## src/rtl/radix_divider_pkg.sv

```systemverilog
`default_nettype none
// ============================================================================
// Module      : radix_divider_pkg
// Description : Shared types and elaboration-time helpers for radix_divider.
//               Holds the FSM state encoding, the CALC iteration count and
//               the parameter legality check.
// Revision    : 1.0 - initial release
// ============================================================================
package radix_divider_pkg;

  typedef enum logic [1:0] {
    IDLE = 2'd0,
    CALC = 2'd1,
    FIX  = 2'd2,
    DONE = 2'd3
  } div_state_t;

  // Number of CALC cycles needed to retire every quotient bit.
  function automatic int iter_count(input int dividend_width, input int bits_per_cycle);
    return dividend_width / bits_per_cycle;
  endfunction

  // Returns 1 when the parameter set describes a buildable divider.
  function automatic bit params_legal(input int dividend_width, input int divisor_width,
                                      input int bits_per_cycle, input int tag_width);
    bit ok;
    ok = 1'b1;
    if (divisor_width < 1 || divisor_width > dividend_width) ok = 1'b0;
    if (bits_per_cycle != 1 && bits_per_cycle != 2 && bits_per_cycle != 4) ok = 1'b0;
    if (bits_per_cycle > 0 && (dividend_width % bits_per_cycle) != 0) ok = 1'b0;
    if (dividend_width < 2 || tag_width < 1) ok = 1'b0;
    return ok;
  endfunction

endpackage
`default_nettype wire

```

## src/rtl/radix_divider_step.sv

```systemverilog
`default_nettype none
// ============================================================================
// Module      : radix_divider_step
// Description : One combinational restoring division step. Shifts the next
//               dividend bit (MSB of quo_in) into the partial remainder,
//               subtracts the divisor when it fits and shifts the resulting
//               quotient bit into the LSB of quo_out.
// Ports       : partial_in/partial_out - DIVISOR_WIDTH+1 bit partial remainder
//               quo_in/quo_out         - dividend bits in, quotient bits out
//               divisor_mag            - divisor magnitude
// Revision    : 1.0 - initial release
// ============================================================================
module radix_divider_step #(
  parameter int DIVIDEND_WIDTH = 32,
  parameter int DIVISOR_WIDTH  = 32
) (
  input  logic [DIVISOR_WIDTH:0]    partial_in,
  input  logic [DIVIDEND_WIDTH-1:0] quo_in,
  input  logic [DIVISOR_WIDTH-1:0]  divisor_mag,
  output logic [DIVISOR_WIDTH:0]    partial_out,
  output logic [DIVIDEND_WIDTH-1:0] quo_out
);

  logic [DIVISOR_WIDTH:0] w_shifted;
  logic [DIVISOR_WIDTH:0] w_diff;
  logic                   w_fits;

  assign w_shifted = {partial_in[DIVISOR_WIDTH-1:0], quo_in[DIVIDEND_WIDTH-1]};
  assign w_diff    = w_shifted - {1'b0, divisor_mag};
  // A set top bit means the shifted value carried past DIVISOR_WIDTH+1 bits,
  // which always exceeds the divisor.
  assign w_fits    = partial_in[DIVISOR_WIDTH] || (w_shifted >= {1'b0, divisor_mag});

  assign partial_out = w_fits ? w_diff : w_shifted;
  assign quo_out     = {quo_in[DIVIDEND_WIDTH-2:0], w_fits};

endmodule
`default_nettype wire

```

## src/rtl/radix_divider.sv

```systemverilog
`default_nettype none
// ============================================================================
// Module      : radix_divider
// Description : Multi-cycle restoring divider, signed or unsigned, retiring
//               BITS_PER_CYCLE quotient bits per CALC cycle. Zero divisor and
//               signed overflow bypass CALC and complete in one edge.
// Ports       : clock/reset (async, active-high)
//               in_valid/in_ready, in_signed, dividend, divisor, in_tag
//               out_valid/out_ready, quotient, remainder, out_tag,
//               div_by_zero, overflow
// Revision    : 1.0 - initial release
// ============================================================================
module radix_divider
  import radix_divider_pkg::*;
#(
  parameter int DIVIDEND_WIDTH = 32,
  parameter int DIVISOR_WIDTH  = 32,
  parameter int BITS_PER_CYCLE = 1,
  parameter int TAG_WIDTH      = 8
) (
  input  logic                      clock,
  input  logic                      reset,
  input  logic                      in_valid,
  output logic                      in_ready,
  input  logic                      in_signed,
  input  logic [DIVIDEND_WIDTH-1:0] dividend,
  input  logic [DIVISOR_WIDTH-1:0]  divisor,
  input  logic [TAG_WIDTH-1:0]      in_tag,
  output logic                      out_valid,
  input  logic                      out_ready,
  output logic [DIVIDEND_WIDTH-1:0] quotient,
  output logic [DIVISOR_WIDTH-1:0]  remainder,
  output logic [TAG_WIDTH-1:0]      out_tag,
  output logic                      div_by_zero,
  output logic                      overflow
);

  localparam int C_ITER    = iter_count(DIVIDEND_WIDTH, BITS_PER_CYCLE);
  localparam int C_CNT_W   = $clog2(C_ITER + 1);

  generate
    if (!params_legal(DIVIDEND_WIDTH, DIVISOR_WIDTH, BITS_PER_CYCLE, TAG_WIDTH)) begin : g_param_check
      $error("radix_divider: illegal parameter combination");
    end
  endgenerate

  div_state_t r_state;
  div_state_t w_next_state;

  logic [DIVISOR_WIDTH:0]    r_partial;
  logic [DIVIDEND_WIDTH-1:0] r_quo;
  logic [DIVISOR_WIDTH-1:0]  r_divisor_mag;
  logic [C_CNT_W-1:0]        r_count;
  logic                      r_q_neg;
  logic                      r_r_neg;
  logic [TAG_WIDTH-1:0]      r_tag;

  logic                      w_accept;
  logic                      w_div_zero;
  logic                      w_overflow;
  logic                      w_dividend_neg;
  logic                      w_divisor_neg;
  logic [DIVIDEND_WIDTH-1:0] w_dividend_mag;
  logic [DIVISOR_WIDTH-1:0]  w_divisor_mag;
  logic [DIVISOR_WIDTH-1:0]  w_rem_mag;

  assign in_ready  = (r_state == IDLE);
  assign out_valid = (r_state == DONE);
  assign w_accept  = in_valid && in_ready;

  assign w_dividend_neg = in_signed && dividend[DIVIDEND_WIDTH-1];
  assign w_divisor_neg  = in_signed && divisor[DIVISOR_WIDTH-1];
  // The most-negative dividend negates to itself, which is still the correct
  // unsigned magnitude.
  assign w_dividend_mag = w_dividend_neg ? (~dividend + 1'b1) : dividend;
  assign w_divisor_mag  = w_divisor_neg  ? (~divisor + 1'b1)  : divisor;
  assign w_div_zero     = (divisor == '0);
  assign w_overflow     = in_signed
                       && (dividend == {1'b1, {(DIVIDEND_WIDTH-1){1'b0}}})
                       && (divisor == '1);

  // Chain of restoring steps evaluated in a single CALC cycle.
  logic [DIVISOR_WIDTH:0]    w_partial [0:BITS_PER_CYCLE];
  logic [DIVIDEND_WIDTH-1:0] w_quo     [0:BITS_PER_CYCLE];

  assign w_partial[0] = r_partial;
  assign w_quo[0]     = r_quo;

  generate
    for (genvar gi = 0; gi < BITS_PER_CYCLE; gi++) begin : g_step
      radix_divider_step #(
        .DIVIDEND_WIDTH(DIVIDEND_WIDTH),
        .DIVISOR_WIDTH (DIVISOR_WIDTH)
      ) u_step (
        .partial_in (w_partial[gi]),
        .quo_in     (w_quo[gi]),
        .divisor_mag(r_divisor_mag),
        .partial_out(w_partial[gi+1]),
        .quo_out    (w_quo[gi+1])
      );
    end
  endgenerate

  assign w_rem_mag = r_partial[DIVISOR_WIDTH-1:0];

  // State register
  always_ff @(posedge clock or posedge reset) begin
    if (reset) r_state <= IDLE;
    else       r_state <= w_next_state;
  end

  // Next-state logic
  always_comb begin
    w_next_state = r_state;
    case (r_state)
      IDLE: if (in_valid) w_next_state = (w_div_zero || w_overflow) ? DONE : CALC;
      CALC: if (r_count == C_CNT_W'(1)) w_next_state = FIX;
      FIX:  w_next_state = DONE;
      DONE: if (out_ready) w_next_state = IDLE;
      default: w_next_state = IDLE;
    endcase
  end

  // Datapath and result registers
  always_ff @(posedge clock or posedge reset) begin
    if (reset) begin
      r_partial     <= '0;
      r_quo         <= '0;
      r_divisor_mag <= '0;
      r_count       <= '0;
      r_q_neg       <= 1'b0;
      r_r_neg       <= 1'b0;
      r_tag         <= '0;
      quotient      <= '0;
      remainder     <= '0;
      out_tag       <= '0;
      div_by_zero   <= 1'b0;
      overflow      <= 1'b0;
    end else begin
      case (r_state)
        IDLE: begin
          if (w_accept) begin
            r_tag <= in_tag;
            if (w_div_zero) begin
              quotient    <= '1;
              remainder   <= dividend[DIVISOR_WIDTH-1:0];
              out_tag     <= in_tag;
              div_by_zero <= 1'b1;
              overflow    <= 1'b0;
            end else if (w_overflow) begin
              quotient    <= dividend;
              remainder   <= '0;
              out_tag     <= in_tag;
              div_by_zero <= 1'b0;
              overflow    <= 1'b1;
            end else begin
              r_partial     <= '0;
              r_quo         <= w_dividend_mag;
              r_divisor_mag <= w_divisor_mag;
              r_count       <= C_CNT_W'(C_ITER);
              r_q_neg       <= w_dividend_neg ^ w_divisor_neg;
              r_r_neg       <= w_dividend_neg;
            end
          end
        end
        CALC: begin
          r_partial <= w_partial[BITS_PER_CYCLE];
          r_quo     <= w_quo[BITS_PER_CYCLE];
          r_count   <= r_count - 1'b1;
        end
        FIX: begin
          quotient    <= r_q_neg ? (~r_quo + 1'b1) : r_quo;
          remainder   <= r_r_neg ? (~w_rem_mag + 1'b1) : w_rem_mag;
          out_tag     <= r_tag;
          div_by_zero <= 1'b0;
          overflow    <= 1'b0;
        end
        default: ;
      endcase
    end
  end

endmodule
`default_nettype wire

```

## config.mk

```make
export PLATFORM = sky130hd
export DESIGN_NAME = radix_divider
export DESIGN_NICKNAME = d
export VERILOG_FILES = /design/src/rtl/radix_divider_pkg.sv /design/src/rtl/radix_divider_step.sv /design/src/rtl/radix_divider.sv
export SDC_FILE = /design/constraint.sdc
export NUM_CORES = 1
export LEC_CHECK = 0
export CAP_MARGIN = 20
export CORE_MARGIN = 2
export CORE_UTILIZATION = 40
export CTS_BUF_LIST = sky130_fd_sc_hd__clkbuf_4
export CTS_CLUSTER_DIAMETER = 50
export DETAILED_ROUTE_END_ITERATION = 10
export PLACE_DENSITY = 0.59
export SYNTH_ARGS = -nofsm -noshare
export SYNTH_HDL_FRONTEND = slang
export SYNTH_SLANG_ARGS = --single-unit
```

## constraint.sdc

```tcl
create_clock -name clock -period 9.45 [get_ports clock]
set_input_delay 2.3625 -clock clock [delete_from_list [all_inputs] [get_ports clock]]
set_output_delay 2.3625 -clock clock [all_outputs]
set_load 0.02 [all_outputs]
```

==> parameters.txt <==
Parameter                              Value

Worst setup path
  Required @ worst endpoint ... 9.89 ns
  Critical path buffer and inverter count ... 2
  Critical path fanouts, max ... 110
  Endpoint class of the critical path ... flop
  Dominant delay contributor by cell family on the critical path ... simple AND/OR/NAND/NOR gates
  Arrival time of data at the critical path endpoint ... 6.23 ns
  Category of the most critical setup path ... primary input to flop
  Max incr delay on CP ... 0.77 ns
  Cell with the largest stage delay on the worst path ... buf_4
  Cell chain of the critical path ... clkdlybuf4s50_1 -> or4_1 -> nor4_1 -> nand4_1 -> o21ai_2 -> or2_4 -> buf_4 -> nor2_1 -> a32oi_1 -> o21ai_0
  Launching element type of the critical path ... primary input

Timing
  Number of hold-slack violations in the final timing report ... 0
  Worst slew margin relative to its limit ... 0.234
  Clock period minus final worst setup slack ... 5.79 ns
  Max Transition Viols Final ... 0
  Setup violations, final ... 0
  Clock Skew ... 0.0350 ns
  Slew of the pin with the lowest slew margin ... 1.14 ns
  Fin Setup TNS ... 0 ns
  Hold slack ... 0.498 ns
  Highest achievable clock rate ... 0.173 GHz
  Fin crit share ... 0.613
  Unrepaired setup endpoints after global routing ... false

Global route
  Overall Global Routing Usage ... 0.220
  Initial antenna violation count ... 1
  Pin count of the biggest net entering global routing ... 119
  First-pass GRT wire length ... 58.0 mm
  Total grt overflow ... 0
  Via count of the first global-routing pass ... 10,600

Yosys
  Share of flip-flops with an asynchronous set or reset ... 1.00
  Synth unique cells ... 76
  Flip-flop cell with the highest count after synthesis ... dfrtp_1
  Number of warnings printed during yosys synthesis ... 0
  Main area contributors after synthesis ... dfrtp_1 38%, xor2_1 6.0%, a21oi_1 4.8%, nand2_1 4.4%, xnor2_1 4.3%
  Post-Synthesis Cell Area ... 12,500 µm²
  Post-Syn Instances ... 1,458
  Share of the synthesized area in the top cell type ... 0.378
  Average footprint of a synthesized cell ... 8.57 µm²
  Dominant cell type by area after synthesis ... dfrtp_1
  Post-Synthesis Net Count ... 1,579
  FF+latch count, synth ... 189
  EDFF count, synth ... 0
  Sequential fraction of the synthesis area ... 0.378

Route
  Vias per cell ... 5.69
  Number of detailed-routing iterations run before antenna repair ... 5
  Routed length per instance ... 18.4 µm
  Vias ... 11,100
  DRC marker count from the first detailed-route iteration ... 832
  # DRC ... 0
  Number of routed nets with antenna violations ... 0
  Total detailed-routing wirelength ... 36.1 mm

Placement
  Routability-driven placement congestion ratio ... 0.884
  Estimated wirelength of the detail-placed design ... 26.9 mm
  Port Buffer Count ... 152
  DP Area ... 14,300 µm²

Clock tree
  Clock latency on the worst-skew pair ... 0.60 ns
  Post-CTS setup repair buffer count ... 0
  Number of buffers added to fix hold violations after cts ... 0
  CTS sink count ... 189
  Root Buffer ... clkbuf_4
  CTS HTree Levels ... 4
  Clock buffer depth ... 2
  Clock tree from TritonCTS ... done
  Total of cells resized after clock tree synthesis ... 0
  Clock buffers created by TritonCTS ... 17
  Worst-path clk slew ... 0.18 ns

Power and ir drop
  Internal power component ... 0.000989 W
  Clk network pwr share ... 0.322
  Maximum ir drop on the vdd rail ... 0.0000670 V
  Switching Power ... 0.000400 W
  Pwr Density ... 95.6 nW/µm²
  Sequential share of power ... 0.586
  Net switching share of the total power ... 0.288
  Proportion of power drawn by combinational gates ... 0.092
  Leak ... 5.95 nW

Layout
  Filler Cells Inserted ... 2,997
  Area overhead of the layout relative to synthesis ... 16.2%
  Share of final-layout standard cells stronger than drive strength 1 ... 0.0480
  Total Nets Final ... 1,671
  Core occupancy in the finished layout ... 0.474
  Total non-filler cell area in the finished layout ... 14,500 µm²

Die
  Effective utilization at floorplan ... 0.408
  DIE HEIGHT ... 181 µm
  Area of the die ... 32,700 µm²
  Horizontal extent of the die ... 181 µm
  Top-level I/O count ... 153
  Row count ... 64
  Core region area ... 30,700 µm²

Job
  Reported max-cap violation count ... 0

Worst hold path
  Hold Crit Class ... flop to flop

Outcome
  Result of the run ... finished, final reports clean
[metrics by stage]
stage | total power (W) | std cells | worst slack, ns
global placement | 0.000957 | 1927 | 3.21
detailed placement | 0.000958 | 1927 | 3.04
finish | 0.00139 | 1960 | 3.66
floorplan | 0.000886 | 1458 | 1.95
CTS | 0.00140 | 1959 | 3.70
global route | 0.00145 | 1960 | 3.39
[logic make-up (layout without fill, tap and decap cells)]
logic type | count (synthesis) | in the layout | share of synthesized area
buffers and inverters | 150 | 255 | 0.0474
xor gates and xnor gates | 148 | 148 | 0.104
adders and majority gates | 44 | 44 | 0.0446
muxes | 28 | 28 | 0.0236
other | 0 | 1 | 0
AOI/OAI and AO/OA | 465 | 465 | 0.240
DFF | 189 | 189 | 0.378
and+or+nand+nor | 434 | 434 | 0.163
[path summary, 6_finish.rpt]
| path | slack, ns | start | endpoint | depth (start not counted) |
|---|---|---|---|---|
| worst max-delay path | 3.66 | divisor[8] | r_quo[31]$_DFFE_PP0P_ | 10 |
| worst max register to register | 5.66 | r_partial[5]$_DFFE_PP0P_ | r_partial[30]$_DFFE_PP0P_ | 11 |
| min in group asynchronous | 2.27 | reset | quotient[30]$_DFFE_PP0P_ | 2 |
| max in group asynchronous | 5.64 | reset | r_divisor_mag[11]$_DFFE_PP0P_ | 3 |
| worst min-delay path | 0.50 | quotient[6]$_DFFE_PP0P_ | quotient[6]$_DFFE_PP0P_ | 1 |
| worst min register to register | 0.50 | quotient[6]$_DFFE_PP0P_ | quotient[6]$_DFFE_PP0P_ | 1 |
[layout by cell type (no fill, tap or decap), types with 21 or more instances in the layout]
cell,instances
dfrtp_1,189
clkdlybuf4s50_1,152
nand2_1,148
nor2_1,141
a21oi_1,121
o21ai_0,102
xor2_1,86
xnor2_1,62
inv_1,59
ha_1,42
o22ai_1,33
o31ai_1,27
o21ai_1,23
a22oi_1,22
a221o_1,21
[registers in the layout, indices dropped and copies added, names as in the netlist]
name,cells
remainder,32
out_tag,8
r_tag,8
r_state,2
quotient,32
r_count,6
overflow,1
div_by_zero,1
r_q_neg,1
r_partial,33
r_divisor_mag,32
r_r_neg,1
r_quo,32
[cell type report]
| class | count | area, µm² | share of cell area |
|---|---|---|---|
| Clock inverter | 15 | 146 | 0.0101 |
| Sequential cell | 189 | 4730 | 0.326 |
| Clock buffer | 17 | 128 | 0.00878 |
| Inverter | 61 | 236 | 0.0163 |
| Antenna cell | 1 | 2.50 | 0.000172 |
| Tap cell | 396 | 495 | 0.0341 |
| Multi-Input combinational cell | 1119 | 7190 | 0.495 |
| Timing Repair Buffer | 162 | 1600 | 0.110 |
[power by group through the flow]
stage	logic [W]	clock network, W	registers, W
2_1_floorplan	0.0000537	0	0.000833
3_3_place_gp	0.000129	0	0.000829
3_5_place_dp	0.000129	0	0.000829
4_1_cts	0.000129	0.000458	0.000814
5_1_grt	0.000140	0.000492	0.000815
6_report	0.000128	0.000447	0.000814
[synthesized netlist by cell type, drive strengths merged, types with 3 or more instances]
master,number
xnor2,62
a32oi,4
or3,17
nand4,15
o31ai,28
o211ai,4
xor2,86
nor2b,8
nor3,20
o41ai,13
nand3b,3
a221o,21
inv,60
buf,22
or4,18
and3,6
o221ai,3
a41oi,3
a211oi,11
a21boi,4
mux2i,16
nor4,17
or2,7
dfrtp,189
nor3b,3
a221oi,7
o22ai,33
a22o,17
clkbuf,67
mux2,12
a21oi,121
a21o,16
nand3,10
o21bai,4
and2,6
nor2,142
nor4b,3
nand2b,9
o21a,5
nand2,148
o21ai,126
a31oi,9
a22oi,22
ha,43
[routing by layer]
| layer | vias up | GRT usage | routed length (µm) |
|---|---|---|---|
| li1 | 5456 | - | - |
| met1 | 5333 | 0.300 | 16600 |
| met2 | 330 | 0.376 | 17500 |
| met3 | 30 | 0.0276 | 1660 |
| met4 | 0 | 0.0413 | 399 |
| met5 | - | 0 | 0 |
(Power assumes the default switching activity.)
